**config.mk**
```make
export PLATFORM = sky130hd
export DESIGN_NAME = spi_imu_reader
export DESIGN_NICKNAME = d
export VERILOG_FILES = /design/src/rtl/spi_imu_reader.sv
export SDC_FILE = /design/constraint.sdc
export NUM_CORES = 1
export LEC_CHECK = 0
export CAP_MARGIN = 20
export CORE_AREA = 2 2 195 197
export CTS_CLUSTER_SIZE = 14
export DETAILED_ROUTE_END_ITERATION = 12
export DIE_AREA = 0 0 197 199
export GPL_ROUTABILITY_DRIVEN = 1
export GPL_TIMING_DRIVEN = 0
export PLACE_DENSITY = 0.65
export SYNTH_ARGS = -nofsm -noshare
export SYNTH_HDL_FRONTEND = slang
export SYNTH_SLANG_ARGS = --single-unit
```
**constraint.sdc**
```tcl
create_clock -name clock -period 2.6 [get_ports clock]
set_clock_uncertainty 0.1 [all_clocks]
set_input_delay 0.52 -clock clock [delete_from_list [all_inputs] [get_ports clock]]
set_output_delay 0.52 -clock clock [all_outputs]
set_load 0.05 [all_outputs]
```
**src/rtl/spi_imu_reader.sv**
```systemverilog
// SPI mode-0 master that reads a burst of NUM_CH words from an IMU into a tear-free output register.
// Optional trailing checksum byte is enabled with the SPI_IMU_CHECKSUM_EN macro.
//
// state   | meaning
// IDLE    | waiting for start, ss high
// SETUP   | ss low, CLK_DIV cycles of sck low before the first edge
// CMD     | shifting the command byte out on mosi
// DATA    | shifting NUM_CH*DATA_W bits in from miso
// CHK     | shifting the checksum byte in (checksum build only)
// GAP     | ss high recovery time; first cycle carries done
module spi_imu_reader #(
  parameter int NUM_CH  = 9,
  parameter int DATA_W  = 16,
  parameter int CLK_DIV = 4,
  parameter int GAP     = 8
) (
  input  logic                     clock,
  input  logic                     reset,
  input  logic                     start,
  input  logic [7:0]               cmd,
  output logic                     busy,
  output logic                     done,
  output logic                     chk_err,
  output logic [NUM_CH*DATA_W-1:0] data_flat,
  output logic                     sck,
  output logic                     mosi,
  input  logic                     miso,
  output logic                     ss
);

  localparam int TW = NUM_CH * DATA_W;
  localparam int CW = $clog2(((CLK_DIV > GAP) ? CLK_DIV : GAP) + 1);
  localparam int BW = $clog2(((DATA_W > 8) ? DATA_W : 8) + 1);
  localparam int WW = (NUM_CH > 1) ? $clog2(NUM_CH) : 1;

  typedef enum logic [2:0] {S_IDLE, S_SETUP, S_CMD, S_DATA, S_CHK, S_GAP} state_t;

  state_t state, state_nx;
  logic [CW-1:0] cnt;
  logic [BW-1:0] bit_left;
  logic [WW-1:0] word_cnt;
  logic [7:0] cmd_sr;
  logic [DATA_W-2:0] word_sr;
  logic [TW-1:0] shadow;
  logic sck_q, shifting, tc, rise, fall, bit_last, word_last, commit, commit_ok;

  assign tc        = (cnt == '0);
  assign shifting  = state inside {S_CMD, S_DATA, S_CHK};
  assign rise      = shifting && !sck_q && tc;
  assign fall      = shifting && sck_q && tc;
  assign bit_last  = (bit_left == BW'(1));
  assign word_last = (word_cnt == WW'(NUM_CH - 1));
  assign commit    = (state_nx == S_GAP) && (state != S_GAP);
  assign sck       = sck_q;

  always_ff @(posedge clock) begin
    if (!reset) state <= S_IDLE;
    else        state <= state_nx;
  end

  always_comb begin
    state_nx = state;
    case (state)
      S_IDLE:  if (start) state_nx = S_SETUP;
      S_SETUP: if (tc) state_nx = S_CMD;
      S_CMD:   if (fall && bit_last) state_nx = S_DATA;
      S_DATA:
        if (fall && bit_last && word_last)
`ifdef SPI_IMU_CHECKSUM_EN
          state_nx = S_CHK;
`else
          state_nx = S_GAP;
`endif
      S_CHK:   if (fall && bit_last) state_nx = S_GAP;
      S_GAP:   if (tc) state_nx = S_IDLE;
      default: state_nx = S_IDLE;
    endcase
  end

  always_comb begin
    busy = (state != S_IDLE);
    ss   = !(state inside {S_SETUP, S_CMD, S_DATA, S_CHK});
    mosi = (state == S_SETUP || state == S_CMD) ? cmd_sr[7] : 1'b0;
    done = (state == S_GAP) && (cnt == CW'(GAP - 1));
  end

  // One down-counter times both the sck half-periods and the GAP hold-off.
  always_ff @(posedge clock) begin
    if (!reset) begin
      cnt      <= '0;
      sck_q    <= 1'b0;
      bit_left <= '0;
      word_cnt <= '0;
      cmd_sr   <= '0;
      word_sr  <= '0;
      shadow   <= '0;
    end else begin
      if (commit)                 cnt <= CW'(GAP - 1);
      else if (state == S_IDLE || tc) cnt <= CW'(CLK_DIV - 1);
      else                        cnt <= cnt - CW'(1);

      if (rise)      sck_q <= 1'b1;
      else if (fall) sck_q <= 1'b0;

      if (state == S_IDLE && start) begin
        cmd_sr   <= cmd;
        bit_left <= BW'(8);
        word_cnt <= '0;
      end

      if (fall) begin
        if (state == S_CMD) cmd_sr <= {cmd_sr[6:0], 1'b0};
        if (!bit_last)
          bit_left <= bit_left - BW'(1);
        else if (state == S_CMD || (state == S_DATA && !word_last))
          bit_left <= BW'(DATA_W);
        else
          bit_left <= BW'(8);
        if (state == S_DATA && bit_last) word_cnt <= word_last ? '0 : word_cnt + WW'(1);
      end

      if (rise && state != S_CMD) word_sr <= {word_sr[DATA_W-3:0], miso};
      if (rise && state == S_DATA && bit_last)
        shadow[word_cnt*DATA_W +: DATA_W] <= {word_sr, miso};
    end
  end

`ifdef SPI_IMU_CHECKSUM_EN
  logic [7:0] sum;
  logic chk_ok, chk_err_q;

  always_ff @(posedge clock) begin
    if (!reset) begin
      sum       <= '0;
      chk_ok    <= 1'b0;
      chk_err_q <= 1'b0;
    end else begin
      if (state == S_IDLE && start) sum <= '0;
      else if (rise && state == S_DATA && bit_left[2:0] == 3'd1) sum <= sum + {word_sr[6:0], miso};
      if (rise && state == S_CHK && bit_last) chk_ok <= ({word_sr[6:0], miso} == sum);
      if (commit) chk_err_q <= !chk_ok;
    end
  end

  assign chk_err   = chk_err_q;
  assign commit_ok = commit && chk_ok;
`else
  assign chk_err   = 1'b0;
  assign commit_ok = commit;
`endif

  always_ff @(posedge clock) begin
    if (!reset)         data_flat <= '0;
    else if (commit_ok) data_flat <= shadow;
  end

endmodule

```
==> results of run 1 <==
## power breakdown
part / switching (mW) / leakage, nW / internal [mW]
clock: 1.98 / 0.543 / 2.91
combinational: 0.240 / 2.74 / 0.115
sequential: 0.0202 / 2.65 / 5.04
total: 2.24 / 5.93 / 8.07
## cells in the mapped netlist, drive strengths merged, types with 2 or more instances
| cell type | count |
|---|---|
| nand4 | 7 |
| nand2 | 272 |
| xor2 | 4 |
| xnor2 | 2 |
| and2 | 4 |
| or4 | 2 |
| nand3b | 5 |
| ha | 8 |
| nor2 | 11 |
| clkbuf | 125 |
| o21a | 3 |
| and3 | 2 |
| a31oi | 3 |
| nand2b | 4 |
| or3 | 28 |
| dfxtp | 328 |
| o21ai | 226 |
| a21oi | 7 |
| mux2i | 23 |
| inv | 9 |
| a21boi | 82 |
| nor3b | 4 |
| nor4b | 4 |
| nand3 | 305 |
| or4b | 2 |
| nand4b | 3 |
| nor2b | 21 |
| or2 | 2 |
| nor3 | 10 |
| buf | 31 |
| nor4 | 3 |
## metrics by stage
step | hold WS, ps | setup slack (ps)
2_1_floorplan | 324.4 | -48.96
3_3_place_gp | 339.2 | -1148
3_5_place_dp | 342.8 | -1105
4_1_cts | 357.3 | -52.29
5_1_grt | 369.5 | -119.0
6_report | 348.5 | -37.94
## what timing repair did
action | in CTS | in global routing
endpoints found under the setup margin | 299 | 278
gates cloned | 3 | 13
pin swaps | 10 | 26
setup buffers | 26 | 14
resized for setup | 209 | 275
hold endpoints to repair | 0 | 0
## worst paths after layout
kind                                 from                    endpoint  slack (ps)  depth (start not counted)
hold reg to reg   shadow[51]$_SDFFE_PN0P_  data_flat[51]$_SDFFE_PN0P_         350                          2
setup reg to reg        cnt[1]$_SDFF_PN0_  data_flat[67]$_SDFFE_PN0P_         -40                         10
hold / removal    shadow[51]$_SDFFE_PN0P_  data_flat[51]$_SDFFE_PN0P_         350                          2
setup / recovery        cnt[1]$_SDFF_PN0_  data_flat[67]$_SDFFE_PN0P_         -40                         10
## cell usage in the layout (no fill, tap or decap), types with 16 or more instances in the layout
master	synthesis	final
dfxtp_1	328	318
nand2_1	272	272
nand3_1	305	239
clkdlybuf4s50_1	0	154
o21ai_1	1	131
clkbuf_1	125	86
o21ai_0	223	79
nand3_2	0	63
a21boi_0	79	59
clkbuf_16	0	49
buf_4	1	34
mux2i_1	23	23
a21boi_1	3	22
nor2b_1	21	21
or3_1	28	16
o21ai_2	2	16
## final cells by class
cell class / instances / area, sq um
well taps: 474 / 593.1
clock buffers: 53 / 1026
repair buffers: 214 / 2313
plain buffers: 143 / 902.1
clock inverters: 6 / 80.08
flip-flops and latches: 328 / 6581
inverters: 9 / 38.79
multi-input cells: 1062 / 6294
fillers: 3483 / 19300
## worst max-delay path: cells and delay by family (launching register included)
kind,cells,cell delay [ps]
AOI/OAI and AO/OA,3,720
adders and majority gates,1,140
buffers and inverters,4,610
DFF,1,320
and+or+nand+nor,2,670
## state kept, by name, indices dropped and copies added (netlist names)
register   count
cnt            4
shadow       144
data_flat    144
word_cnt       4
state          3
word_sr       15
bit_left       5
sck            1
cmd_sr         8
## routing by layer
metal / vias to the layer above / track usage (%)
li1: 5857 / -
met1: 5871 / 26.43
met2: 378 / 34.86
met3: 93 / 3.832
met4: 0 / 6.516
met5: - / 0
## cell families (layout without fill, tap and decap cells)
logic type | after synthesis | after routing | share of synthesized area [%]
compound gates | 331 | 331 | 15.00
xor+xnor | 6 | 6 | 0.4086
fa+ha+maj | 8 | 8 | 0.7782
buf+inv | 165 | 425 | 5.146
flops | 328 | 328 | 51.05
mux | 23 | 23 | 1.790
other cells | 1 | 1 | 0.02915
simple gates | 693 | 693 | 25.80
==> results.cfg, run 1 <==
[pwr]
leakagePower_nw = 5.926
power_mw = 10.31
power.density_nw_per_um2 = 578.5
vdd_drop_max_v = 0.0003478

[run_status]
failed_checks = negative setup slack
status = complete, but fails checks

[clock_network]
cts_tree = built
cts_hold_buf = 0
cts_num_sinks = 328
cts.clk_slew.worst_paths_ps = 60
max-clock-path-buffers = 3
htree_num_levels = 2
numCtsBuffers = 35
clockRootBuffer = clkbuf_16
clk-insertion-delay-late_ps = 510

[floorplan]
start_util_pct = 34.64
die-area_sq_um = 39200
die_h_um = 199
ios = 162
dieWidth_um = 197
rows = 71
core-area_sq_um = 37130

[routing]
vias = 12200
dr_wl_met3_um = 2622
vias_per_cell = 5.329
drtIter0Drc = 878
drc = 0
dr_wl_met2_um = 20110
ant_nets = 0
drt-met1-wl_um = 18410
top_layer = met4
drt-total-wl_um = 42450
wl_per_cell_um = 18.54
dr.pass1.iters = 6

[synth]
synth_area_leaders = dfxtp_1 51%, nand3_1 12%, o21ai_0 8.7%
synth_ff_type = dfxtp_1
synthesis.instances = 1555
synth_nets = 1575
synth_seq_area_share_pct = 51.05
netlist_area_sq_um = 12860
syn_avg_cell_area_sq_um = 8.272
synth_top_area_cell = dfxtp_1
yosysTopAreaCellShare_pct = 51.05
synthArstFlopShare_pct = 0
yosysWarnings = 0
synth_cell_types = 56
ys_ff_latch = 328
synth-edff-count = 0

[critical_path]
path_class = register to register
path_max_fanout = 8
slowest_stage = or4b_2
max_stage_delay_ps = 580
cp.arrival_ps = 2980
path_cells = inv_2 > ha_4 > or4b_2 > a31o_2 > o221ai_4 > buf_12 > clkbuf_16 > buf_8 > nand3_1 > o21ai_1
cp-end-kind = register
required_ps = 2940
crit_path_start_kind = register

[grt]
grt_usage_pct = 20.55
grt_max_degree = 14
overflow = 0
grt_pass1_vias = 11470
antenna_found_initial = 0
grt_pass1_wl_um = 63310

[finish]
stdcell_area_sq_um = 17830
utilization_pct = 48.01
instances_no_fill = 2289
nets = 1813
areaGrowthSynthToFinish_pct = 38.61
n_antenna_cell = 0
drive_gt1_share_pct = 16.97

[sta]
fin_crit_ps = 2638
max_slew_margin_pct = 31.68
worst_slew_pin_slew_ps = 1025
maxSlewViolCount = 0
final.period_utilization_pct = 101.5
setup_viol = 17
max_freq_mhz = 379.1
setup_ws_ps = -37.94
rsz0062_at_grt = true
hold_viol_final = 0
setup_tns_ps = -116.6

[place]
io_buffers = 158
dpl_cell_area_sq_um = 15080
hpwl_um = 28420
gp_congestion = 0.8638
dp.cells = 2187

[min_path]
holdCritPathClass = register to register

[flow_run]
drv_cap = 0
No activity file was read; power rests on OpenSTA's default activity.
==> run 2, diff against run 1 <==
--- a/config.mk
+++ b/config.mk
@@ -5,14 +5,14 @@
 export SDC_FILE = /design/constraint.sdc
 export NUM_CORES = 1
 export LEC_CHECK = 0
-export CAP_MARGIN = 20
+export CAP_MARGIN = 25
 export CORE_AREA = 2 2 195 197
 export CTS_CLUSTER_SIZE = 14
 export DETAILED_ROUTE_END_ITERATION = 12
 export DIE_AREA = 0 0 197 199
 export GPL_ROUTABILITY_DRIVEN = 1
 export GPL_TIMING_DRIVEN = 0
-export PLACE_DENSITY = 0.65
+export PLACE_DENSITY = 0.63
 export SYNTH_ARGS = -nofsm -noshare
 export SYNTH_HDL_FRONTEND = slang
 export SYNTH_SLANG_ARGS = --single-unit
==> constraint.sdc (replaced) <==
create_clock -name clock -period 2.7 [get_ports clock]
set_clock_uncertainty 0.1 [all_clocks]
set_input_delay 0.54 -clock clock [delete_from_list [all_inputs] [get_ports clock]]
set_output_delay 0.54 -clock clock [all_outputs]
set_load 0.05 [all_outputs]
==> run 2 against run 1 <==
Effect of this change:
- the flow now finishes without violations
- non-clock buffer count decreased by 16
- maximum frequency fell by 0.76%
- via count fell by 1.8%
- global-route usage up 0.35 points
- total power decreased by 1.6%
- flip-flop and latch count is the same
- wire length about the same
- count of clock-buffer cells in the layout up 4
- worst setup slack gained 80 ps
- sequential share of layout area grew 0.59 points
- critical endpoint is now shadow[47]$_SDFFE_PN0P_
==> results.cfg, run 2 (same netlist as run 1, synthesis figures left out) <==
[critical_path]
cp_num_buf_inv = 2
crit_top_cell = or3_4
crit_path_start_kind = register
slowest_stage = or4_4
path_max_fanout = 7
path_class = register to register
max_stage_delay_ps = 580
required_ps = 3040
path_cells = inv_2 > ha_4 > or3b_4 > or3_4 > or4_4 > buf_6 > or3_4 > o21ai_2
cp.arrival_ps = 3000
critPathTopFamily = simple AND/OR/NAND/NOR gates
cp-end-kind = register

[floorplan]
core-area_sq_um = 37130
die-area_sq_um = 39200
ios = 162
rows = 71
start_util_pct = 34.64
dieWidth_um = 197
die_h_um = 199

[grt]
grt_usage_pct = 20.90
antenna_found_initial = 0
grt_pass1_vias = 11480
grt_pass1_wl_um = 64280
overflow = 0
grtUsageMet3_pct = 3.527
grt_max_degree = 14
grt_busiest_layer = met2
grtUsageMet2_pct = 34.76
grt_use_met1_pct = 27.63

[clock_network]
cts_tree = built
htree_num_levels = 2
numCtsBuffers = 36
max-clock-path-buffers = 3
cts.clk_slew.worst_paths_ps = 60
cts_num_sinks = 328
clk-insertion-delay-late_ps = 530
cts_hold_buf = 0
clockRootBuffer = clkbuf_16

[routing]
drc = 0
drt-total-wl_um = 42460
ant_nets = 0
vias = 11980
wl_per_cell_um = 18.62
dr.pass1.iters = 6
vias_per_cell = 5.252
drtIter0Drc = 955

[place]
hpwl_um = 28730
pre_cts_slack_ps = -1119
dp.cells = 2187
gp_congestion = 0.8614
io_buffers = 158

[sta]
max_freq_mhz = 376.2
worst_slew_pin_slew_ps = 1053
hold_viol_final = 0
fin_crit_ps = 2658
holdWs_ps = 345.6
setup_viol = 0
final.period_utilization_pct = 98.45
maxSlewViolCount = 0
max_slew_margin_pct = 29.77
rsz0062_at_grt = true
setup_ws_ps = 41.93

[pwr]
power.density_nw_per_um2 = 578.9
vdd_drop_max_v = 0.0003667
leakagePower_nw = 5.783
power_mw = 10.15

[finish]
multi_input_area_sq_um = 6211
instances_no_fill = 2280
nFillCells = 3572
n_antenna_cell = 0
nets = 1798
drive_gt1_share_pct = 14.89
top_regs = data_flat x144, shadow x144, word_sr x15
layout_commonest_cell = dfxtp_1
areaGrowthSynthToFinish_pct = 36.31
mostFrequentLayoutCells = 320 x dfxtp_1, 272 x nand2_1, 247 x nand3_1
ff_latch_area_sq_um = 6576

[run_status]
status = finished clean

[min_path]
holdCritPathClass = register to register

[flow_run]
drv_cap = 0
run 2: worst reg2reg max path, delay by kind of cell (launching register included):
kind / cells / cell delay [ps]
fa+ha+maj: 1 / 150
simple gates: 4 / 1740
buf+inv: 2 / 230
flops: 1 / 330
compound gates: 1 / 60
run 2: metrics by stage:
stage	instance area, sq um	TNS, ps	utilization (%)
final	17530	0	47.22
after global routing	17530	-907.7	47.22
after CTS	16670	-79.35	44.90
after detailed placement	15070	-187230	40.58
after global placement	15070	-174790	40.58
after floorplan	12890	0	-
run 2: final cells by class:
class,instances,share of cell area [%]
Buffer,145,4.617
Clock buffer,57,6.052
Clock inverter,9,0.7422
Inverter,9,0.1927
Multi-Input combinational cell,1062,35.42
Sequential cell,328,37.51
Tap cell,474,3.383
Timing Repair Buffer,196,12.08
run 2: report_power, final:
group	leakage, nW	internal (mW)	total, mW	switching [mW]
clock network	0.579	2.99	4.94	1.95
registers	2.65	4.86	4.88	0.0201
logic	2.56	0.103	0.328	0.226
run 2: per-layer routing:
| metal | routed length [um] | part of all wire [%] |
|---|---|---|
| met1 | 18780 | 44 |
| met2 | 19580 | 46 |
| met3 | 2708 | 6.4 |
| met5 | 0 | 0 |
| met4 | 1384 | 3.3 |
run 2: final timing paths:
kind,from,end,slack [ps],cells past startpoint
min,shadow[101]$_SDFFE_PN0P_,data_flat[101]$_SDFFE_PN0P_,350,2
min reg2reg,shadow[101]$_SDFFE_PN0P_,data_flat[101]$_SDFFE_PN0P_,350,2
max reg2reg,cnt[1]$_SDFF_PN0_,shadow[47]$_SDFFE_PN0P_,40,8
max,cnt[1]$_SDFF_PN0_,shadow[47]$_SDFFE_PN0P_,40,8
run 2: repair_timing:
item / 4_1_cts / 5_1_grt
hold endpoints to repair: 0 / 0
endpoints found under the setup margin: 291 / 280
setup buffers: 17 / 7
cloned: 0 / 14
pin swaps: 10 / 15
resized for setup: 106 / 271
